**src/rtl/uart_tx_arbiter.sv**
```systemverilog
`timescale 1ns/1ps
`default_nettype none
// ============================================================================
// Module     : uart_tx_arbiter
// Description: Two-source byte FIFOs sharing one uart_tx, with a round-robin
//              or strict-priority grant FSM. Optional drop counters are
//              enabled by UART_ARB_DROPCNT_EN.
// Revision   : 1.0 - initial release
// ============================================================================
module uart_tx_arbiter #(
    parameter int DEPTH = 4,
    parameter int AW    = 2
) (
    input  logic        clk,
    input  logic        rst,
    input  logic        s0_valid,
    input  logic [7:0]  s0_data,
    input  logic        s1_valid,
    input  logic [7:0]  s1_data,
    input  logic        prio_s1,
    input  logic        ovf_clr,
    input  logic        tx_rdy,
    output logic        tx_en,
    output logic [7:0]  tx_data,
    output logic        s0_full,
    output logic        s1_full,
    output logic        s0_ovf,
    output logic        s1_ovf,
`ifdef UART_ARB_DROPCNT_EN
    output logic [7:0]  s0_drop_cnt,
    output logic [7:0]  s1_drop_cnt,
`endif
    output logic [1:0]  grant,
    output logic        busy
);

    typedef enum logic [1:0] {
        ST_IDLE  = 2'd0,
        ST_ISSUE = 2'd1,
        ST_HOLD  = 2'd2,
        ST_WAIT  = 2'd3
    } state_t;

    state_t           r_state;
    logic             r_last_s1;
    logic [1:0]       w_valid;
    logic [1:0]       w_full;
    logic [1:0]       w_empty;
    logic [1:0]       w_ovf;
    logic [1:0]       w_pop;
    logic [1:0][7:0]  w_head;
    logic             w_any;
    logic             w_pick_s1;
    logic             w_go;
`ifdef UART_ARB_DROPCNT_EN
    logic [1:0][7:0]  w_drop_cnt;
`endif

    assign w_valid = {s1_valid, s0_valid};

    for (genvar g = 0; g < 2; g++) begin : g_src
        logic [AW:0] r_wptr;
        logic [AW:0] r_rptr;
        logic [7:0]  r_mem [DEPTH];
        logic        r_ovf;
        logic [7:0]  w_din;
        logic        w_push;
        logic        w_drop;

        assign w_din      = (g == 0) ? s0_data : s1_data;
        assign w_full[g]  = (r_wptr[AW] != r_rptr[AW]) &&
                            (r_wptr[AW-1:0] == r_rptr[AW-1:0]);
        assign w_empty[g] = (r_wptr == r_rptr);
        // Fullness is taken from the registered pointers, so a same-cycle
        // pop never makes room for this cycle's write.
        assign w_push     = w_valid[g] & ~w_full[g];
        assign w_drop     = w_valid[g] &  w_full[g];
        assign w_head[g]  = r_mem[r_rptr[AW-1:0]];
        assign w_ovf[g]   = r_ovf;

        always_ff @(posedge clk) begin
            if (w_push) begin
                r_mem[r_wptr[AW-1:0]] <= w_din;
            end
        end

        always_ff @(posedge clk) begin
            if (rst) begin
                r_wptr <= '0;
                r_rptr <= '0;
                r_ovf  <= 1'b0;
            end else begin
                if (w_push) begin
                    r_wptr <= r_wptr + 1'b1;
                end
                if (w_pop[g]) begin
                    r_rptr <= r_rptr + 1'b1;
                end
                if (w_drop) begin
                    r_ovf <= 1'b1;
                end else if (ovf_clr) begin
                    r_ovf <= 1'b0;
                end
            end
        end

`ifdef UART_ARB_DROPCNT_EN
        logic [7:0] r_drop_cnt;

        always_ff @(posedge clk) begin
            if (rst) begin
                r_drop_cnt <= '0;
            end else if (ovf_clr) begin
                r_drop_cnt <= w_drop ? 8'd1 : 8'd0;
            end else if (w_drop && (r_drop_cnt != 8'hFF)) begin
                r_drop_cnt <= r_drop_cnt + 8'd1;
            end
        end

        assign w_drop_cnt[g] = r_drop_cnt;
`endif
    end

    assign s0_full = w_full[0];
    assign s1_full = w_full[1];
    assign s0_ovf  = w_ovf[0];
    assign s1_ovf  = w_ovf[1];
`ifdef UART_ARB_DROPCNT_EN
    assign s0_drop_cnt = w_drop_cnt[0];
    assign s1_drop_cnt = w_drop_cnt[1];
`endif

    // Source 1 wins if it alone has data, if it has priority, or if source 0
    // was granted last; r_last_s1 resets to 1 so source 0 is favoured first.
    assign w_any     = ~(&w_empty);
    assign w_pick_s1 = ~w_empty[1] & (w_empty[0] | prio_s1 | ~r_last_s1);
    assign w_go      = (r_state == ST_IDLE) & tx_rdy & w_any;
    assign w_pop     = {w_go & w_pick_s1, w_go & ~w_pick_s1};
    assign busy      = (r_state != ST_IDLE);

    always_ff @(posedge clk) begin
        if (rst) begin
            r_state   <= ST_IDLE;
            r_last_s1 <= 1'b1;
            tx_en     <= 1'b0;
            tx_data   <= 8'h00;
            grant     <= 2'b00;
        end else begin
            tx_en <= 1'b0;
            case (r_state)
                ST_IDLE: begin
                    if (w_go) begin
                        tx_data   <= w_pick_s1 ? w_head[1] : w_head[0];
                        grant     <= w_pick_s1 ? 2'b10 : 2'b01;
                        r_last_s1 <= w_pick_s1;
                        tx_en     <= 1'b1;
                        r_state   <= ST_ISSUE;
                    end
                end
                ST_ISSUE: r_state <= ST_HOLD;
                // The transmitter drops tx_rdy one cycle late; skip that cycle.
                ST_HOLD:  r_state <= ST_WAIT;
                ST_WAIT: begin
                    if (tx_rdy) begin
                        r_state <= ST_IDLE;
                    end
                end
                default:  r_state <= ST_IDLE;
            endcase
        end
    end

endmodule
`default_nettype wire
```
**config.mk**
```make
export PLATFORM = sky130hd
export DESIGN_NAME = uart_tx_arbiter
export DESIGN_NICKNAME = d
export VERILOG_FILES = /design/src/rtl/uart_tx_arbiter.sv
export SDC_FILE = /design/constraint.sdc
export NUM_CORES = 1
export LEC_CHECK = 0
export BUFFER_PORTS_ARGS = -buffer_cell sky130_fd_sc_hd__buf_2
export CORE_MARGIN = 2
export CORE_UTILIZATION = 62
export DETAILED_ROUTE_END_ITERATION = 10
export GPL_ROUTABILITY_DRIVEN = 0
export PLACE_DENSITY = 0.93
export SETUP_SLACK_MARGIN = 0.2
export SYNTH_ARGS = -nofsm -noshare
export SYNTH_HDL_FRONTEND = slang
export SYNTH_SLANG_ARGS = --single-unit
```
**constraint.sdc**
```tcl
create_clock -name clk -period 3.8 [get_ports clk]
set_clock_uncertainty 0.05 [all_clocks]
set_input_delay 0.19 -clock clk [delete_from_list [all_inputs] [get_ports clk]]
set_output_delay 0.19 -clock clk [all_outputs]
set_load 0.02 [all_outputs]
```
# --- Yosys cells after proc, flatten, opt, wreduce, memory -nomap -nowiden ---
# Memories as Yosys holds them, arrays and structs flattened. A register that Yosys moved wholly into a read port is not among the register bits.
# Cells that the tools add are included.
op_classes:
  add_sub_neg: 4
  n_eq_ne: 11
  n_mux: 17
  bitwise_logic: 18
  reduce_logical: 10
ops:
  columns: ["cell", "n"]
  rows:
  - ["$mux W2", 7]
  - ["$add A3 B1 Y3 const B", 4]
  - ["$and A1 B1 Y1", 9]
  - ["$mux W1", 8]
  - ["$mux W8", 1]
  - ["$pmux W2 S4", 1]
  - ["$not A1 Y1", 7]
  - ["$eq A3 B3 Y1", 2]
  - ["$reduce_and A2 Y1", 3]
  - ["$reduce_bool A2 Y1", 3]
  - ["$eq A2 B2 Y1", 2]
  - ["$eq A2 B2 Y1 const B", 2]
  - ["$ne A2 B2 Y1 const B", 2]
  - ["$eq A2 B1 Y1 const B", 1]
  - ["$logic_and A1 B1 Y1", 2]
  - ["$logic_not A2 Y1", 1]
  - ["$ne A1 B1 Y1", 2]
  - ["$or A1 B1 Y1", 2]
  - ["$reduce_or A2 Y1", 1]
word_totals:
  reg_bits: 28
  mem_bits_rw: 64
  inputBits: 23
  n_memories: 2
memory_table:
  columns: ["name", "words", "width", "read_ports", "rd_clocked_by_memory_dff", "write_ports", "line", "text"]
  rows:
  - ["g_src[0].r_mem", 4, 8, 1, 1, 1, "64", "logic [7:0] r_mem [DEPTH];"]
  - ["g_src[1].r_mem", 4, 8, 1, 1, 1, "64", null]

# --- Depth between registers and ports, before layout ---
logic_depth:
  ltp_word: 8
  ltp_mapped: 7
  mapped_depth_nobuf: 6

# --- Worst setup path before layout ---
# No wires, ideal clock.
synth_path:
  kind: "reg2reg"
  from: "register with a tool-made name"
  to: "register tx_data[0]"
  t_arrival_ps: 1631
  required_ps: 3628
  path_slack_ps: 1997
  path_stages_with_launch: 5
  synth_period_minus_slack_ps: 1803
  path_cell_list: "dfxtp_1 > clkbuf_1 > mux4_2 > nor2b_1 > a221o_1"
synth_rtl:
  columns: ["element", "line", "text"]
  rows:
  - ["to (signal assigned)", "153", "tx_data <= w_pick_s1 ? w_head[1] : w_head[0];"]
  - ["to (decl)", "24", "output logic [7:0] tx_data,"]

# --- Final worst setup path ---
layout_path:
  from: "register g_src[1].r_wptr[0]"
  to: "register tx_data[0]"
layout_via:
  elab_chain_cells: 5
  word_cells_on_any_way: 8
  classes_between: "1 x eq/ne; 1 x mux; 4 x bitwise; 2 x reduce/logical"
layout_rtl:
  columns: ["element", "line", "text"]
  rows:
  - ["from (decl)", "62", "logic [AW:0] r_wptr;"]
  - ["from (signal assigned)", "94", "r_wptr <= r_wptr + 1'b1;"]
  - ["$eq A3 B3 Y1 (*)", "73", "assign w_empty[g] = (r_wptr == r_rptr);"]
  - ["$reduce_and A2 Y1", "135", "assign w_any = ~(&w_empty);"]
  - ["$not A1 Y1", "135", null]
  - ["$and A1 B1 Y1", "137", "assign w_go = (r_state == ST_IDLE) & tx_rdy & w_any;"]
  - ["$reduce_and A2 Y1 (no source line)", null, null]
# Every way passes the cells marked *; elsewhere a longest branch is shown, timed or not.
# A chain may end at the register's enable or synchronous reset.

==> flow_summary.json <==
{
  "power.share.combinational": 0.200,
  "ys_top_cells_by_area": "sky130_fd_sc_hd__edfxtp_1 (50%), sky130_fd_sc_hd__dfxtp_1 (17%), sky130_fd_sc_hd__mux4_2 (9.4%)",
  "detailed_place_hpwl_um": 4570,
  "nets": 334,
  "core_area_um2": 5960,
  "cts_max_path_buffers": 2,
  "synth.cell_area_um2": 3840,
  "routed_wire_length_um": 6740,
  "layout_commonest_cell": "sky130_fd_sc_hd__edfxtp_1",
  "route.antenna.remaining_nets": 0,
  "die_w_um": 82.7,
  "power.leakage_nw": 1.68,
  "post-synth-top-area-cell": "sky130_fd_sc_hd__edfxtp_1",
  "power_density_nw_per_um2": 577,
  "unrepaired_setup_endpoints_after_global_routing": "no",
  "number_of_remaining_drc_errors": 0,
  "syn_nets": 278,
  "final_min_period_over_clock_period": 0.551,
  "timing.hold.worst_path_depth": 3,
  "via_count": 2174,
  "post-route-min-period_ps": 2090,
  "clock_tree_from_tritoncts": "yes",
  "worst_slew_slack_as_a_fraction_of_its_limit": 0.600,
  "power.share.sequential": 0.505,
  "ys_seq_elements": 96,
  "via_count_of_the_first_global_routing_pass": 2171,
  "crit_path_max_fanout": 8,
  "antenna_found_initial": 0,
  "holdCritPathClass": "input pin to flip-flop",
  "worst_setup_path_start_kind": "flip-flop",
  "yosysTopAreaCellShare": 0.500,
  "clockPowerShare": 0.295,
  "switching_share": 0.286,
  "grt_max_degree": 26,
  "row_count": 28,
  "r2r.worst_path.cells": 5,
  "die_outline_height_um": 82.7,
  "synth_cells": 241,
  "syn-mean-instance-area_um2": 15.9,
  "timing_hold_violations_final": 0,
  "arr_time_crit_path_ps": 2350,
  "cell_internal_pwr_mw": 1.85,
  "clock_tree.htree_level_count": 3,
  "clock-root-buffer": "sky130_fd_sc_hd__clkbuf_8",
  "cts_hold_buf": 14,
  "globalRouteOverflowTotal": 0,
  "num_io_pins": 39,
  "buffer_ports.inserted": 38,
  "cts_setup_buffers": 0,
  "cts_buffers": 9,
  "report.final.setup_viol": 0,
  "cts_repair_resize_count": 0,
  "worst-slew-pin-transition_ps": 597,
  "final_max_slew_viol_count": 0,
  "areaGrowthSynthToFinish_pct": 16.5,
  "layout_common_cells": "sky130_fd_sc_hd__edfxtp_1 (64), sky130_fd_sc_hd__buf_2 (38), sky130_fd_sc_hd__dfxtp_1 (32)",
  "place_worst_setup_slack_ps": 1770,
  "grt_first_pass_wirelength_um": 10400,
  "setup.worst_path.class": "flip-flop to flip-flop",
  "yosys_warnings": 0,
  "effective_utilization_at_floorplan": 0.645,
  "diodes": 0,
  "finalWorstSetupSlack_ps": 1710,
  "layout-drive-gt1-share": 0.255,
  "power_switching_uw": 739,
  "synth_cell_types": 33,
  "die_area_um2": 6850,
  "cts.reportedPaths.clkPinSlew_ps": 90,
  "grt_util_all_layers": 0.215,
  "setup_total_negative_slack_ps": 0,
  "crit_path_end_kind": "flip-flop",
  "timing.critical_path.required_ps": 4050,
  "synth_sequential_area_ratio": 0.667,
  "routedWlPerCell_um": 17.9,
  "timing.fmax_ghz": 0.477,
  "first_pass_iters": 4,
  "clk_latency_ps": 360,
  "clock_sink_count": 96,
  "vias_per_cell": 5.77,
  "vdd_ir_drop_max_mv": 0.350,
  "status": "finished clean",
  "max_cap_viol_count": 0,
  "first_iter_violations": 156
}
[cells in the mapped netlist, drive strengths merged]
cell type / n
o21bai: 2
mux2i: 5
xnor2: 10
clkbuf: 3
and3: 2
a2111o: 1
a221o: 8
nor2: 17
o21ai: 3
a21oi: 7
a211oi: 1
inv: 11
edfxtp: 64
nand3: 2
and2: 8
nand2: 5
ha: 14
a211o: 1
o2111ai: 1
dfxtp: 32
buf: 5
xor2: 4
a31oi: 2
o41ai: 1
or3: 2
mux4: 16
nor2b: 12
nor3: 2
[metal layers]
layer	routed length, um	track usage
met1	2970	0.277
met2	3360	0.347
met3	341	0.0674
met4	63	0.0754
met5	0	0
[cell families (layout without fill, tap and decap cells)]
group                      count (synthesis)  after routing  synth area share
DFF                                       96             96             0.667
and+or+nand+nor                           50             50            0.0697
AOI/OAI and AO/OA                         27             27            0.0563
muxes                                     21             21             0.107
buffers and inverters                     19             80            0.0192
adders and majority gates                 14             14            0.0456
xor gates and xnor gates                  14             14            0.0358
[registers in the layout, indices dropped and copies added (netlist names), named ones only]
name          cells
g_src.r_mem      64
grant             2
s1_ovf            1
g_src.r_rptr      6
r_state           2
tx_en             1
g_src.r_wptr      6
tx_data           8
r_last_s1         1
s0_ovf            1
[final cells by class]
class	instances	area [um2]
clock buffer	9	124
fill	371	1480
inverter	11	41.3
clock inverter	7	109
timing repair buffer	53	340
tap	75	93.8
sequential	96	2560
multi-input combinational	126	1210
[power by group through the flow]
stage	registers [mW]	clock network (mW)	logic, mW
2_1_floorplan	1.32	0	0.367
3_3_place_gp	1.32	0	0.486
3_5_place_dp	1.33	0	0.507
4_1_cts	1.31	0.774	0.519
5_1_grt	1.32	0.813	0.573
6_report	1.30	0.763	0.518
[per-stage QoR]
stage / util / hold slack [ps] / area [um2] / total power [mW] / cells
6_report: 0.752 / 15.1 / 4480 / 2.58 / 377
5_1_grt: 0.752 / 6.13 / 4480 / 2.71 / 377
4_1_cts: 0.750 / 2.43 / 4470 / 2.60 / 376
3_5_place_dp: 0.688 / 357 / 4100 / 1.84 / 346
3_3_place_gp: 0.688 / 353 / 4100 / 1.81 / 346
2_1_floorplan: - / 239 / 3840 / 1.69 / 241
[final timing paths]
kind,slack (ps),end,start
setup / recovery,1710,tx_data[0],g_src[1].r_wptr[0]
hold / removal,20,s0_ovf,s0_valid
setup reg to reg,1710,tx_data[0],g_src[1].r_wptr[0]
hold reg to reg,430,grant[0],grant[0]
[critical path, cell delays in order (launching register included)]
cell and delay [ps]:
sky130_fd_sc_hd__dfxtp_1 380, sky130_fd_sc_hd__xnor2_1 290, sky130_fd_sc_hd__nand3_1 160, sky130_fd_sc_hd__o21bai_1 350, sky130_fd_sc_hd__nor2b_1 560, sky130_fd_sc_hd__a221o_1 260
No activity file was read; power rests on OpenSTA's default activity.
